**src/rtl/raytracing_dispatcher_if.sv**
```systemverilog
// Worker-bank and pixel-stream bundle between the ray dispatcher (master)
// and the worker bank / framebuffer writer side (slave).
interface raytracing_dispatcher_if #(
    parameter int N_WORKERS        = 4,
    parameter int JOBS_SUBDIVISION = 8
);
    logic [N_WORKERS-1:0]                     worker_activate;
    logic signed [N_WORKERS*12-1:0]           worker_x;
    logic signed [11:0]                       worker_y;
    logic [N_WORKERS-1:0]                     worker_busy;
    logic [N_WORKERS*JOBS_SUBDIVISION*12-1:0] worker_buffer;
    logic                                     pix_valid;
    logic                                     pix_ready;
    logic [11:0]                              pix_x;
    logic [11:0]                              pix_y;
    logic [11:0]                              pix_color;
    logic                                     pix_last;

    modport master (
        output worker_activate, worker_x, worker_y,
        input  worker_busy, worker_buffer,
        output pix_valid, pix_x, pix_y, pix_color, pix_last,
        input  pix_ready
    );

    modport slave (
        input  worker_activate, worker_x, worker_y,
        output worker_busy, worker_buffer,
        input  pix_valid, pix_x, pix_y, pix_color, pix_last,
        output pix_ready
    );
endinterface

```
**src/rtl/raytracing_dispatcher.sv**
```systemverilog
// Ray worker dispatcher: walks the screen in raster-ordered tiles of
// N_WORKERS*JOBS_SUBDIVISION pixels, launches the worker bank on each tile,
// waits for it to finish, then drains the worker colour buffers as a
// raster-ordered valid/ready pixel stream.
module raytracing_dispatcher #(
    parameter int N_WORKERS        = 4,
    parameter int JOBS_SUBDIVISION = 8,
    parameter int SCREEN_W         = 640,
    parameter int SCREEN_H         = 480
) (
    input  logic                  clk,
    input  logic                  rst_n,
    input  logic                  start,
    output logic                  busy,
    output logic                  frame_done,
    raytracing_dispatcher_if.master bus
);
    localparam int TILE_W = N_WORKERS * JOBS_SUBDIVISION;
    localparam int P_W    = $clog2(TILE_W);

    typedef enum logic [2:0] {IDLE, LAUNCH, WAIT, DRAIN, DONE} state_t;

    state_t         state;
    state_t         state_nxt;
    logic [11:0]    tile_x;
    logic [11:0]    row;
    logic [P_W-1:0] drain_idx;
    logic [P_W-1:0] load_idx;
    logic [11:0]    load_x;
    logic [11:0]    tile_color [TILE_W];
    logic           handshake;
    logic           last_hs;
    logic           load;
    logic           more_tiles;
    logic           more_rows;

    // Pixel p of a tile lives in worker p % N_WORKERS, job p / N_WORKERS.
    for (genvar p = 0; p < TILE_W; p++) begin : g_color
        localparam int SEL = (p % N_WORKERS) * JOBS_SUBDIVISION + p / N_WORKERS;
        assign tile_color[p] = bus.worker_buffer[SEL*12 +: 12];
    end

    // Worker w starts its pixel interleave at tile_x + w on the shared row.
    for (genvar w = 0; w < N_WORKERS; w++) begin : g_wx
        assign bus.worker_x[w*12 +: 12] = tile_x + 12'(w);
    end
    assign bus.worker_y        = row;
    assign bus.worker_activate = (state == LAUNCH || state == WAIT) ? '1 : '0;
    assign frame_done          = (state == DONE);

    assign handshake  = bus.pix_valid & bus.pix_ready;
    assign last_hs    = handshake && (drain_idx == P_W'(TILE_W - 1));
    assign more_tiles = ({1'b0, tile_x} + 13'(TILE_W)) < 13'(SCREEN_W);
    assign more_rows  = row < 12'(SCREEN_H - 1);
    // A new pixel is staged on the first drain cycle and after every
    // accepted pixel except the tile's last one.
    assign load       = (state == DRAIN) && (!bus.pix_valid || (handshake && !last_hs));
    assign load_idx   = bus.pix_valid ? drain_idx + P_W'(1) : drain_idx;
    assign load_x     = tile_x + 12'(load_idx);

    // State register.
    always_ff @(posedge clk) begin
        if (!rst_n) begin
            state <= IDLE;
        end else begin
            state <= state_nxt;
        end
    end

    // Next-state logic.
    always_comb begin
        state_nxt = state;
        case (state)
            IDLE:    if (start) state_nxt = LAUNCH;
            LAUNCH:  state_nxt = WAIT;
            WAIT:    if (bus.worker_busy == '0) state_nxt = DRAIN;
            DRAIN:   if (last_hs) state_nxt = (more_tiles || more_rows) ? LAUNCH : DONE;
            DONE:    state_nxt = IDLE;
            default: state_nxt = IDLE;
        endcase
    end

    // Frame position, drain index and registered pixel stream outputs.
    always_ff @(posedge clk) begin
        if (!rst_n) begin
            busy          <= 1'b0;
            tile_x        <= '0;
            row           <= '0;
            drain_idx     <= '0;
            bus.pix_valid <= 1'b0;
            bus.pix_last  <= 1'b0;
            bus.pix_x     <= '0;
            bus.pix_y     <= '0;
            bus.pix_color <= '0;
        end else begin
            if (state == IDLE && start) begin
                busy   <= 1'b1;
                tile_x <= '0;
                row    <= '0;
            end
            if (state == DONE) begin
                busy <= 1'b0;
            end
            if (state == WAIT) begin
                drain_idx <= '0;
            end
            if (load) begin
                bus.pix_valid <= 1'b1;
                bus.pix_x     <= load_x;
                bus.pix_y     <= row;
                bus.pix_color <= tile_color[load_idx];
                bus.pix_last  <= (row == 12'(SCREEN_H - 1)) && (load_x == 12'(SCREEN_W - 1));
            end
            if (handshake) begin
                if (last_hs) begin
                    bus.pix_valid <= 1'b0;
                    bus.pix_last  <= 1'b0;
                    if (more_tiles) begin
                        tile_x <= tile_x + 12'(TILE_W);
                    end else if (more_rows) begin
                        tile_x <= '0;
                        row    <= row + 12'd1;
                    end
                end else begin
                    drain_idx <= drain_idx + P_W'(1);
                end
            end
        end
    end
endmodule

```
**src/flat_wrapper.sv**
```systemverilog
// flat-port wrapper written by rule: the top's interface ports become plain ports
module raytracing_dispatcher_flat 
#(
    parameter int N_WORKERS        = 4,
    parameter int JOBS_SUBDIVISION = 8,
    parameter int SCREEN_W         = 640,
    parameter int SCREEN_H         = 480
)
  (clk, rst_n, start, busy, frame_done, bus_worker_activate, bus_worker_x, bus_worker_y, bus_worker_busy, bus_worker_buffer, bus_pix_valid, bus_pix_x, bus_pix_y, bus_pix_color, bus_pix_last, bus_pix_ready);
  raytracing_dispatcher_if #(.N_WORKERS(N_WORKERS), .JOBS_SUBDIVISION(JOBS_SUBDIVISION)) bus_i ();
  input  logic clk;
  input  logic rst_n;
  input  logic start;
  output logic busy;
  output logic frame_done;
  output wire logic [$bits(bus_i.worker_activate)-1:0] bus_worker_activate;
  output wire logic [$bits(bus_i.worker_x)-1:0] bus_worker_x;
  output wire logic [$bits(bus_i.worker_y)-1:0] bus_worker_y;
  input wire logic [$bits(bus_i.worker_busy)-1:0] bus_worker_busy;
  input wire logic [$bits(bus_i.worker_buffer)-1:0] bus_worker_buffer;
  output wire logic [$bits(bus_i.pix_valid)-1:0] bus_pix_valid;
  output wire logic [$bits(bus_i.pix_x)-1:0] bus_pix_x;
  output wire logic [$bits(bus_i.pix_y)-1:0] bus_pix_y;
  output wire logic [$bits(bus_i.pix_color)-1:0] bus_pix_color;
  output wire logic [$bits(bus_i.pix_last)-1:0] bus_pix_last;
  input wire logic [$bits(bus_i.pix_ready)-1:0] bus_pix_ready;
  assign bus_worker_activate = bus_i.worker_activate;
  assign bus_worker_x = bus_i.worker_x;
  assign bus_worker_y = bus_i.worker_y;
  assign bus_i.worker_busy = bus_worker_busy;
  assign bus_i.worker_buffer = bus_worker_buffer;
  assign bus_pix_valid = bus_i.pix_valid;
  assign bus_pix_x = bus_i.pix_x;
  assign bus_pix_y = bus_i.pix_y;
  assign bus_pix_color = bus_i.pix_color;
  assign bus_pix_last = bus_i.pix_last;
  assign bus_i.pix_ready = bus_pix_ready;
  raytracing_dispatcher #(.N_WORKERS(N_WORKERS), .JOBS_SUBDIVISION(JOBS_SUBDIVISION), .SCREEN_W(SCREEN_W), .SCREEN_H(SCREEN_H)) u_core (.clk(clk), .rst_n(rst_n), .start(start), .busy(busy), .frame_done(frame_done), .bus(bus_i));
endmodule
```
**config.mk**
```make
export PLATFORM = sky130hd
export DESIGN_NAME = raytracing_dispatcher_flat
export DESIGN_NICKNAME = d
export VERILOG_FILES = /design/src/rtl/raytracing_dispatcher_if.sv /design/src/rtl/raytracing_dispatcher.sv /design/src/flat_wrapper.sv
export SDC_FILE = /design/constraint.sdc
export NUM_CORES = 1
export LEC_CHECK = 0
export CAP_MARGIN = 0
export CORE_AREA = 2 2 194 196
export CTS_BUF_LIST = sky130_fd_sc_hd__clkbuf_8
export DETAILED_ROUTE_END_ITERATION = 16
export DIE_AREA = 0 0 196 198
export GPL_ROUTABILITY_DRIVEN = 0
export GPL_TIMING_DRIVEN = 0
export PLACE_DENSITY_LB_ADDON = 0.08
export SETUP_SLACK_MARGIN = 0.5
export SYNTH_ARGS = -nofsm -noshare
export SYNTH_HDL_FRONTEND = slang
export SYNTH_SLANG_ARGS = --single-unit
```
**constraint.sdc**
```tcl
create_clock -name clk -period 4.7 [get_ports clk]
set_input_delay 0.94 -clock clk [delete_from_list [all_inputs] [get_ports clk]]
set_output_delay 0.94 -clock clk [all_outputs]
set_load 0.05 [all_outputs]
```
==> results.txt, run 1 <==
Status -> finished, final reports clean
Endpoint of the worst hold path -> u_core.bus.pix_y[0]$_SDFFE_PN0P_
Largest area contributor in the netlist -> mux4_2
CTS Buffer Depth -> 2
Global-route wire length before repair -> 61.19 mm
Initial antenna violation count -> 13
Slowest stage delay, CP -> 0.85 ns
Hold-fix buffers, CTS -> 0
CP Launch Type -> register
Postcts setup bufs -> 0
Via count -> 8,051
Crit Path Category -> register to primary output
Critical Path End Type -> primary output
Avg Inst Size Synth -> 9.432 µm²
Overall die height -> 198 µm
FF-to-FF setup slack -> 0.84 ns
GR Layer Usage met2 -> 0.4260
Reg2Reg Capture Point -> u_core.bus.pix_last$_SDFF_PN0_
Fin crit share -> 0.8353
Pwr Density -> 142.5 nW/µm²
Lkg Pwr -> 0.004453 µW
Worst hold start -> u_core.bus.pix_y[0]$_SDFFE_PN0P_
Worst-Skew Late Latency -> 0.38 ns
Die area -> 38,810 µm²
Launch point of the worst reg-to-reg path -> u_core.drain_idx[0]$_SDFF_PN0_
Syn Nets -> 1,127
CP delay by family, top -> buffers and inverters
Peak supply drop -> 99.50 µV
DRC -> 0
CP Data Required Time -> 3.76 ns
Via density -> 4.700
Post-route ant nets -> 0
CTS Sinks -> 71
Crit path cell chain -> ha_1, and3_1, clkbuf_1, nand2_1, xnor2_1, clkdlybuf4s50_1
Synthesized area -> 6782 µm²
Clock root buffer -> clkbuf_8
Met1 usage -> 0.2399
Prevailing post-synth register cell -> dfxtp_1
MaxCap Viol Count -> 0
Gate Count Post-Synth -> 719
Initial Util -> 0.1835
RSZ-0062 raised after global routing -> false
Synth cell types -> 61
Fin. max-slew vios -> 0
Setup ws final -> 0.7739 ns
Die X -> 196 µm
Nets -> 1,633
IO Count -> 496
Asr flop ratio synth -> 0
CTS tree -> done
Rel. slew slack -> 0.4768
Grt met3 use -> 0.06455
GRT overflow -> 0
Top post-synthesis cells by area -> mux4_2, dfxtp_1, nand2_1
Final Util -> 0.3395
Core area -> 36,960 µm²
PortBufs -> 495
Register area share after synthesis -> 0.2096
Final setup viols -> 0
CTS buffer count -> 9
Final min period -> 3.926 ns
Min-Delay Path Class -> register to register
Iter 0 DRT Violations -> 404
Dpl ws -> 0.8315 ns
Post-synthesis sequential element count -> 71
WL final -> 43.81 mm
Layout cell share with drive strength beyond 1 -> 0.1244
CP Buf/Inv Count -> 2
Worst clock skew -> 0.01696 ns
Fin Setup TNS -> 0 ns
Worst-path fanout max -> 10
Yosys warns -> 0
Cts repair resizes -> 0
DR WL/cell -> 25.57 µm
Share of the synthesized area in the top cell type -> 0.3155
Hold path depth -> 2
Num rows -> 71
Layout overhead on the synthesized area -> 85.00%
Worst-margin pin slew -> 0.7848 ns
Pre-antenna DRT Iters -> 4
FF-to-FF path depth -> 13
Arrival time at the worst endpoint -> 2.99 ns
CP max-delay cell -> clkdlybuf4s50_1
Max Freq -> 254.7 MHz
# H-tree levels -> 3
Hold Vio Cnt, Final -> 0
Total track usage -> 0.2216
Hpwl dp -> 38.19 mm
Vias in the first global route -> 8,481
Post-synth EDFFs -> 0
WHS -> 0.4580 ns
GR peak layer -> met2
Largest net degree at the start of global routing -> 16
Reg clk slew, reported paths -> 0.09 ns
-- flip-flops by register name, summed over array words and instances, names as in the netlist --
register / cells
u_core.bus.pix_valid: 1
u_core.bus.pix_last: 1
u_core.bus.worker_y: 12
u_core.bus.pix_color: 12
u_core.bus.pix_x: 12
u_core.busy: 1
u_core.drain_idx: 5
u_core.tile_x: 12
u_core.state: 3
u_core.bus.pix_y: 12
-- report_power, final --
part	internal (µW)	switching, µW	leakage (µW)
registers	608	3.64	0.000573
clock network	203	306	0.0000928
logic	442	225	0.00379
-- area by class of cell --
cell class	count	area, µm²
Inverter	12	45.04
Multi-Input combinational cell	567	4994
Fill cell	3910	24410
Antenna cell	9	22.52
Sequential cell	71	1421
Timing Repair Buffer	495	4960
Tap cell	474	593.1
Clock inverter	7	62.56
Clock buffer	9	123.9
Buffer	69	324.1
-- cells in the final DEF, fill, tap and decap left out, types with 15 or more instances in the layout --
master and instances:
a21oi_1 39, and3_1 15, clkbuf_1 39, clkdlybuf4s50_1 493, dfxtp_1 71, ha_1 15, mux4_2 95, nand2_1 82
nand3_1 33, nor2_1 68, nor3_1 23, o22ai_1 28, xnor2_1 23
-- kinds of logic (layout without fill, tap and decap cells) --
family	after synthesis	count (layout)	synth area share
adder cells (fa/ha/maj)	16	16	0.03063
flip-flops	71	71	0.2096
buffers and inverters	81	592	0.05406
AO/OA/AOI/OAI	140	140	0.1386
XOR/XNOR	40	40	0.05498
multiplexers	99	99	0.3218
AND/OR/NAND/NOR	272	272	0.1904
other	0	9	0
-- per-stage QoR --
step / total power (µW) / cell area (µm²) / std cells
finish: 1788 / 12550 / 1713
global placement: 1294 / 12330 / 1688
global route: 1883 / 12540 / 1709
detailed placement: 1295 / 12330 / 1688
CTS: 1817 / 12520 / 1704
floorplan: 872.5 / 6782 / 719
-- synth_stat cells (all sizes together), types with 5 or more instances --
master  instances
a211oi          5
a21o            5
a21oi          39
a31oi           5
a32o           11
and2            7
and3           15
buf            29
clkbuf         40
dfxtp          71
ha             15
inv            12
mux4           95
nand2          83
nand2b          7
nand3          33
nand3b          7
nand4          11
nor2           68
nor3           23
o21ai          18
o22ai          28
xnor2          24
xor2           16
-- worst max-delay path by stage --
stage	start	endpoint	slack (ns)	cells past startpoint
after floorplan	u_core.tile_x[1]$_SDFFE_PN0P_	bus_worker_x[41]	1.08	5
after global placement	u_core.bus.pix_valid$_SDFF_PN0_	u_core.bus.pix_last$_SDFF_PN0_	0.83	13
after detailed placement	u_core.drain_idx[0]$_SDFF_PN0_	u_core.bus.pix_last$_SDFF_PN0_	0.83	13
after CTS	u_core.tile_x[1]$_SDFFE_PN0P_	bus_worker_x[21]	0.59	7
after global routing	u_core.drain_idx[0]$_SDFF_PN0_	u_core.bus.pix_last$_SDFF_PN0_	0.51	13
final	u_core.tile_x[1]$_SDFFE_PN0P_	bus_worker_x[17]	0.77	6
-- worst reg2reg max path: stages (launching register included) --
cell and delay [ns]:
dfxtp_1 0.48, ha_1 0.30, nand2_2 0.09, xor2_2 0.17, inv_2 0.14, buf_2 0.40, buf_2 0.38, ha_1 0.32
a21oi_1 0.27, a21oi_1 0.16, o21ai_0 0.30, a31oi_1 0.13, or4_1 0.53, o21ai_1 0.12
-- metal layers --
metal,vias up,wire [µm]
met3,28,2892
met1,3978,16470
li1,3775,-
met4,8,514
met5,-,51
met2,262,23880
No activity file was read; power rests on OpenSTA's default activity.
==> run 2: changes to the inputs <==
- CORE_AREA: 2 2 194 196 -> 2 2 193 195
- DIE_AREA: 0 0 196 198 -> 0 0 195 197
- clock period: 4.7 -> 4.1 ns (I/O delays scaled with it)
==> results.txt, run 2 (same netlist as run 1, synthesis figures left out) <==
Clock root buffer -> clkbuf_8
Most frequent cells in the layout -> clkdlybuf4s50_1, mux4_2, nand2_1, dfxtp_1, nor2_1
Worst-margin pin slew -> 0.7254 ns
Non-filler cells, final -> 1,710
Fin. max-slew vios -> 0
CP Launch Type -> register
Initial antenna violation count -> 16
Peak supply drop -> 147.5 µV
Fin crit share -> 0.8623
Pwr Density -> 165.5 nW/µm²
GRT overflow -> 0
CTS tree -> done
DR WL/cell -> 24.74 µm
Net Sw Power -> 578.8 µW
Fin Setup TNS -> 0 ns
Status -> finished, final reports clean
Worst clock skew -> 0.01429 ns
Via count -> 8,095
Final Util -> 0.3475
Final min period -> 3.536 ns
Vias in the first global route -> 8,460
Clock share of power -> 0.300
Crit Path Category -> register to register
CTS buffer count -> 9
Max Freq -> 282.8 MHz
Rel. slew slack -> 0.5164
Commonest non-fill, non-tap cell in the layout -> clkdlybuf4s50_1
WL final -> 42.30 mm
Reg clk slew, reported paths -> 0.09 ns
Min-Delay Path Class -> register to register
Post-route ant nets -> 0
PortBufs -> 495
Total track usage -> 0.2152
Hpwl dp -> 36.52 mm
CTS Sinks -> 71
Lkg Pwr -> 0.004565 µW
Gate power share -> 0.364
IO Count -> 496
# fillers -> 3,840
# H-tree levels -> 3
Sequential power share -> 0.336
CTS Buffer Depth -> 2
Final setup viols -> 0
Core area -> 36,260 µm²
Num rows -> 70
Internal -> 1506 µW
Nets -> 1,633
Initial Util -> 0.1870
Layout cell share with drive strength beyond 1 -> 0.1358
Dpl cells -> 1,682
Layout overhead on the synthesized area -> 85.79%
MaxCap Viol Count -> 0
RSZ-0062 raised after global routing -> true
Die X -> 195 µm
Global-route wire length before repair -> 59.64 mm
Hold-fix buffers, CTS -> 0
DRC -> 0
Overall die height -> 197 µm
Pre-antenna DRT Iters -> 4
Postcts setup bufs -> 0
Worst-path fanout max -> 10
Switching part of the total -> 0.2777
Largest net degree at the start of global routing -> 14
Worst-Skew Late Latency -> 0.37 ns
Arrival time at the worst endpoint -> 3.84 ns
Via density -> 4.734
Critical Path End Type -> register
Hold Vio Cnt, Final -> 0
Die area -> 38,420 µm²
CP Data Required Time -> 4.40 ns
Iter 0 DRT Violations -> 354
## run 2: worst max-delay path, stage by stage, from the launching register on
cell and delay, ns:
dfxtp_1 0.41, buf_4 0.23, xnor2_4 0.18, buf_8 0.21, buf_6 0.21, inv_2 0.09
ha_1 0.22, fa_1 0.51, nor4bb_1 0.25, nor4bb_2 0.25, nor4bb_2 0.27, nand4_1 0.12
or4_1 0.40, o21ai_1 0.12
## run 2: timing repair
item | 4_1_cts | 5_1_grt
pin swaps | 0 | 1
setup endpoints to repair | 20 | 12
gates resized for setup | 30 | 19
## run 2: final timing paths
path | startpoint | to | slack [ns] | cells after the start
hold reg to reg | u_core.bus.pix_y[4]$_SDFFE_PN0P_ | u_core.bus.pix_y[4]$_SDFFE_PN0P_ | 0.46 | 2
hold / removal | u_core.bus.pix_y[4]$_SDFFE_PN0P_ | u_core.bus.pix_y[4]$_SDFFE_PN0P_ | 0.46 | 2
setup reg to reg | u_core.bus.pix_valid$_SDFF_PN0_ | u_core.bus.pix_last$_SDFF_PN0_ | 0.56 | 13
setup / recovery | u_core.bus.pix_valid$_SDFF_PN0_ | u_core.bus.pix_last$_SDFF_PN0_ | 0.56 | 13
## run 2: power by group through the flow
stage	combinational, µW	clock (µW)	sequential (µW)
finish	758	625	701
detailed placement	760	0	717
global placement	758	0	717
floorplan	263	0	737
CTS	765	652	701
global route	800	678	702
## run 2: final cells by class
cell class | instances | area (µm²) | share of cell area
multi-input cells | 567 | 5035 | 0.3996
repair buffers | 495 | 4927 | 0.3911
flip-flops and latches | 71 | 1425 | 0.1131
well taps | 468 | 585.6 | 0.04647
plain buffers | 69 | 346.6 | 0.02751
clock buffers | 10 | 137.6 | 0.01092
clock inverters | 6 | 67.56 | 0.005362
inverters | 12 | 45.04 | 0.003575
diodes | 12 | 30.03 | 0.002383
## run 2: per-layer routing
| layer | up-vias | routed length [µm] | track usage |
|---|---|---|---|
| met1 | 3989 | 15710 | 0.2353 |
| met3 | 30 | 3058 | 0.06588 |
| li1 | 3788 | - | - |
| met4 | 10 | 460 | 0.03817 |
| met5 | - | 71 | 0 |
| met2 | 278 | 23000 | 0.4104 |
## run 2: per-stage QoR
stage | setup WS (ns) | hold slack [ns] | cell area (µm²) | power [µW]
after floorplan | 0.6046 | 0.4727 | 6782 | 1000
after global placement | 0.1975 | 0.4439 | 12320 | 1475
after detailed placement | 0.1665 | 0.4471 | 12320 | 1477
after CTS | 0.5023 | 0.4596 | 12560 | 2118
after global routing | 0.2839 | 0.4800 | 12590 | 2180
final | 0.5644 | 0.4571 | 12600 | 2085
==> run 3: changes to the inputs <==
- PLACE_DENSITY_LB_ADDON: 0.08 -> unset
==> results.txt, run 3 (same netlist as run 1, synthesis figures left out) <==
IO Count -> 496
Pwr Density -> 166.7 nW/µm²
# H-tree levels -> 3
Die X -> 195 µm
Hpwl dp -> 38.06 mm
Final min period -> 3.501 ns
Initial antenna violation count -> 18
Fin Setup TNS -> 0 ns
Fin crit share -> 0.8540
Overall die height -> 197 µm
Fin. max-slew vios -> 0
Non-filler cells, final -> 1,702
MaxCap Viol Count -> 0
Worst-path fanout max -> 11
CP Buf/Inv Count -> 3
CTS Buffer Depth -> 2
Vias in the first global route -> 8,508
Worst-Skew Late Latency -> 0.38 ns
GRT overflow -> 0
Hold path depth -> 2
Largest net degree at the start of global routing -> 14
RSZ-0062 raised after global routing -> true
Final setup viols -> 0
Pwr Total -> 2098 µW
Worst Setup SP -> u_core.drain_idx[0]$_SDFF_PN0_
Worst hold start -> u_core.bus.pix_y[10]$_SDFFE_PN0P_
Nets -> 1,633
Slowest stage delay, CP -> 0.54 ns
Multi-input gate area -> 5051 µm²
Critical path depth -> 13
# fillers -> 3,808
Initial Util -> 0.1870
Worst-margin pin slew -> 0.8650 ns
FF-to-FF setup slack -> 0.60 ns
Worst clock skew -> 0.02023 ns
Die area -> 38,420 µm²
Reg clk slew, reported paths -> 0.09 ns
Total track usage -> 0.2212
Rel. slew slack -> 0.4234
Dpl ws -> 0.2676 ns
DRC -> 0
Min-Delay Path Class -> register to register
Status -> finished, final reports clean
Dpl cells -> 1,682
CP delay by family, top -> compound AO/OA/AOI/OAI gates
CP Launch Type -> register
Hold Vio Cnt, Final -> 0
Reg area -> 1424 µm²
Launch point of the worst reg-to-reg path -> u_core.drain_idx[0]$_SDFF_PN0_
Hold-fix buffers, CTS -> 0
Via density -> 4.922
Clock root buffer -> clkbuf_8
CP max-delay cell -> or4_1
CTS tree -> done
Lkg Pwr -> 0.004551 µW
Commonest non-fill, non-tap cell in the layout -> clkdlybuf4s50_1
Global-route wire length before repair -> 61.03 mm
PortBufs -> 495
Iter 0 DRT Violations -> 547
Post-route ant nets -> 0
Peak supply drop -> 101.0 µV
Layout cell share with drive strength beyond 1 -> 0.1333
Num rows -> 70
Max Freq -> 285.6 MHz
Pre-antenna DRT Iters -> 5
Crit path cell chain -> ha_1, nand2_2, xor2_2, inv_2, buf_4, buf_4, ha_1, a21oi_1, a21oi_1, o21ai_0, a31oi_1, or4_1, o21ai_1
Via count -> 8,378
Most frequent cells in the layout -> clkdlybuf4s50_1, mux4_2, nand2_1, dfxtp_1, nor2_1
Setup ws final -> 0.5986 ns
Placed cell areas -> 12,320 µm²
CP Data Required Time -> 4.40 ns
Layout overhead on the synthesized area -> 85.59%
DR WL/cell -> 25.83 µm
CTS Sinks -> 71
Finished Cell Area -> 12,590 µm²
Core area -> 36,260 µm²
WL final -> 43.97 mm
Crit Path Category -> register to register
FF-to-FF path depth -> 13
Arrival time at the worst endpoint -> 3.80 ns
Critical Path End Type -> register
CTS buffer count -> 9
==> run 3: layout make-up <==
cell class / count / area share
antenna: 4 / 0.0007953
buffer: 69 / 0.02754
clock buffer: 9 / 0.009842
clock inverter: 7 / 0.005766
inverter: 12 / 0.003579
multi-input combinational: 567 / 0.4013
sequential: 71 / 0.1131
tap: 468 / 0.04653
timing repair buffer: 495 / 0.3915
==> run 3: metal layers <==
metal | vias to the layer above | track usage | part of all wire | routed length, µm
met2 | 416 | 0.3737 | 0.49 | 21590
li1 | 3771 | - | - | -
met5 | - | 0 | 0.0034 | 149
met1 | 4110 | 0.2642 | 0.39 | 17020
met3 | 57 | 0.09001 | 0.10 | 4463
met4 | 24 | 0.04637 | 0.017 | 746
==> run 3: per-stage QoR <==
stage                     utilization  hold WS, ns
after detailed placement       0.3398       0.4473
after global placement         0.3398       0.4447
after floorplan                     -       0.4727
final                          0.3471       0.4587
after global routing           0.3470       0.4833
after CTS                      0.3459       0.4600
==> run 3: worst register-to-register path: stages, from the launching register on <==
cell and delay, ns:
dfxtp_2 0.43, ha_1 0.25, nand2_2 0.08, xor2_2 0.17, inv_2 0.13, buf_4 0.23, buf_4 0.27, ha_1 0.30
a21oi_1 0.29, a21oi_1 0.16, o21ai_0 0.30, a31oi_1 0.16, or4_1 0.54, o21ai_1 0.12
==> run 3: power breakdown <==
part	internal (µW)	switching, µW
registers	697	5.13
clock network	283	329
logic	511	273
total	1490	608
==> run 3: worst paths after layout <==
check | to
max | u_core.bus.pix_last$_SDFF_PN0_
min reg2reg | u_core.bus.pix_y[10]$_SDFFE_PN0P_
min | u_core.bus.pix_y[10]$_SDFFE_PN0P_
max reg2reg | u_core.bus.pix_last$_SDFF_PN0_
==> run 3: what timing repair did <==
action	4_1_cts	5_1_grt
endpoints found under the setup margin	18	17
resized for setup	30	17
setup buffers	0	0
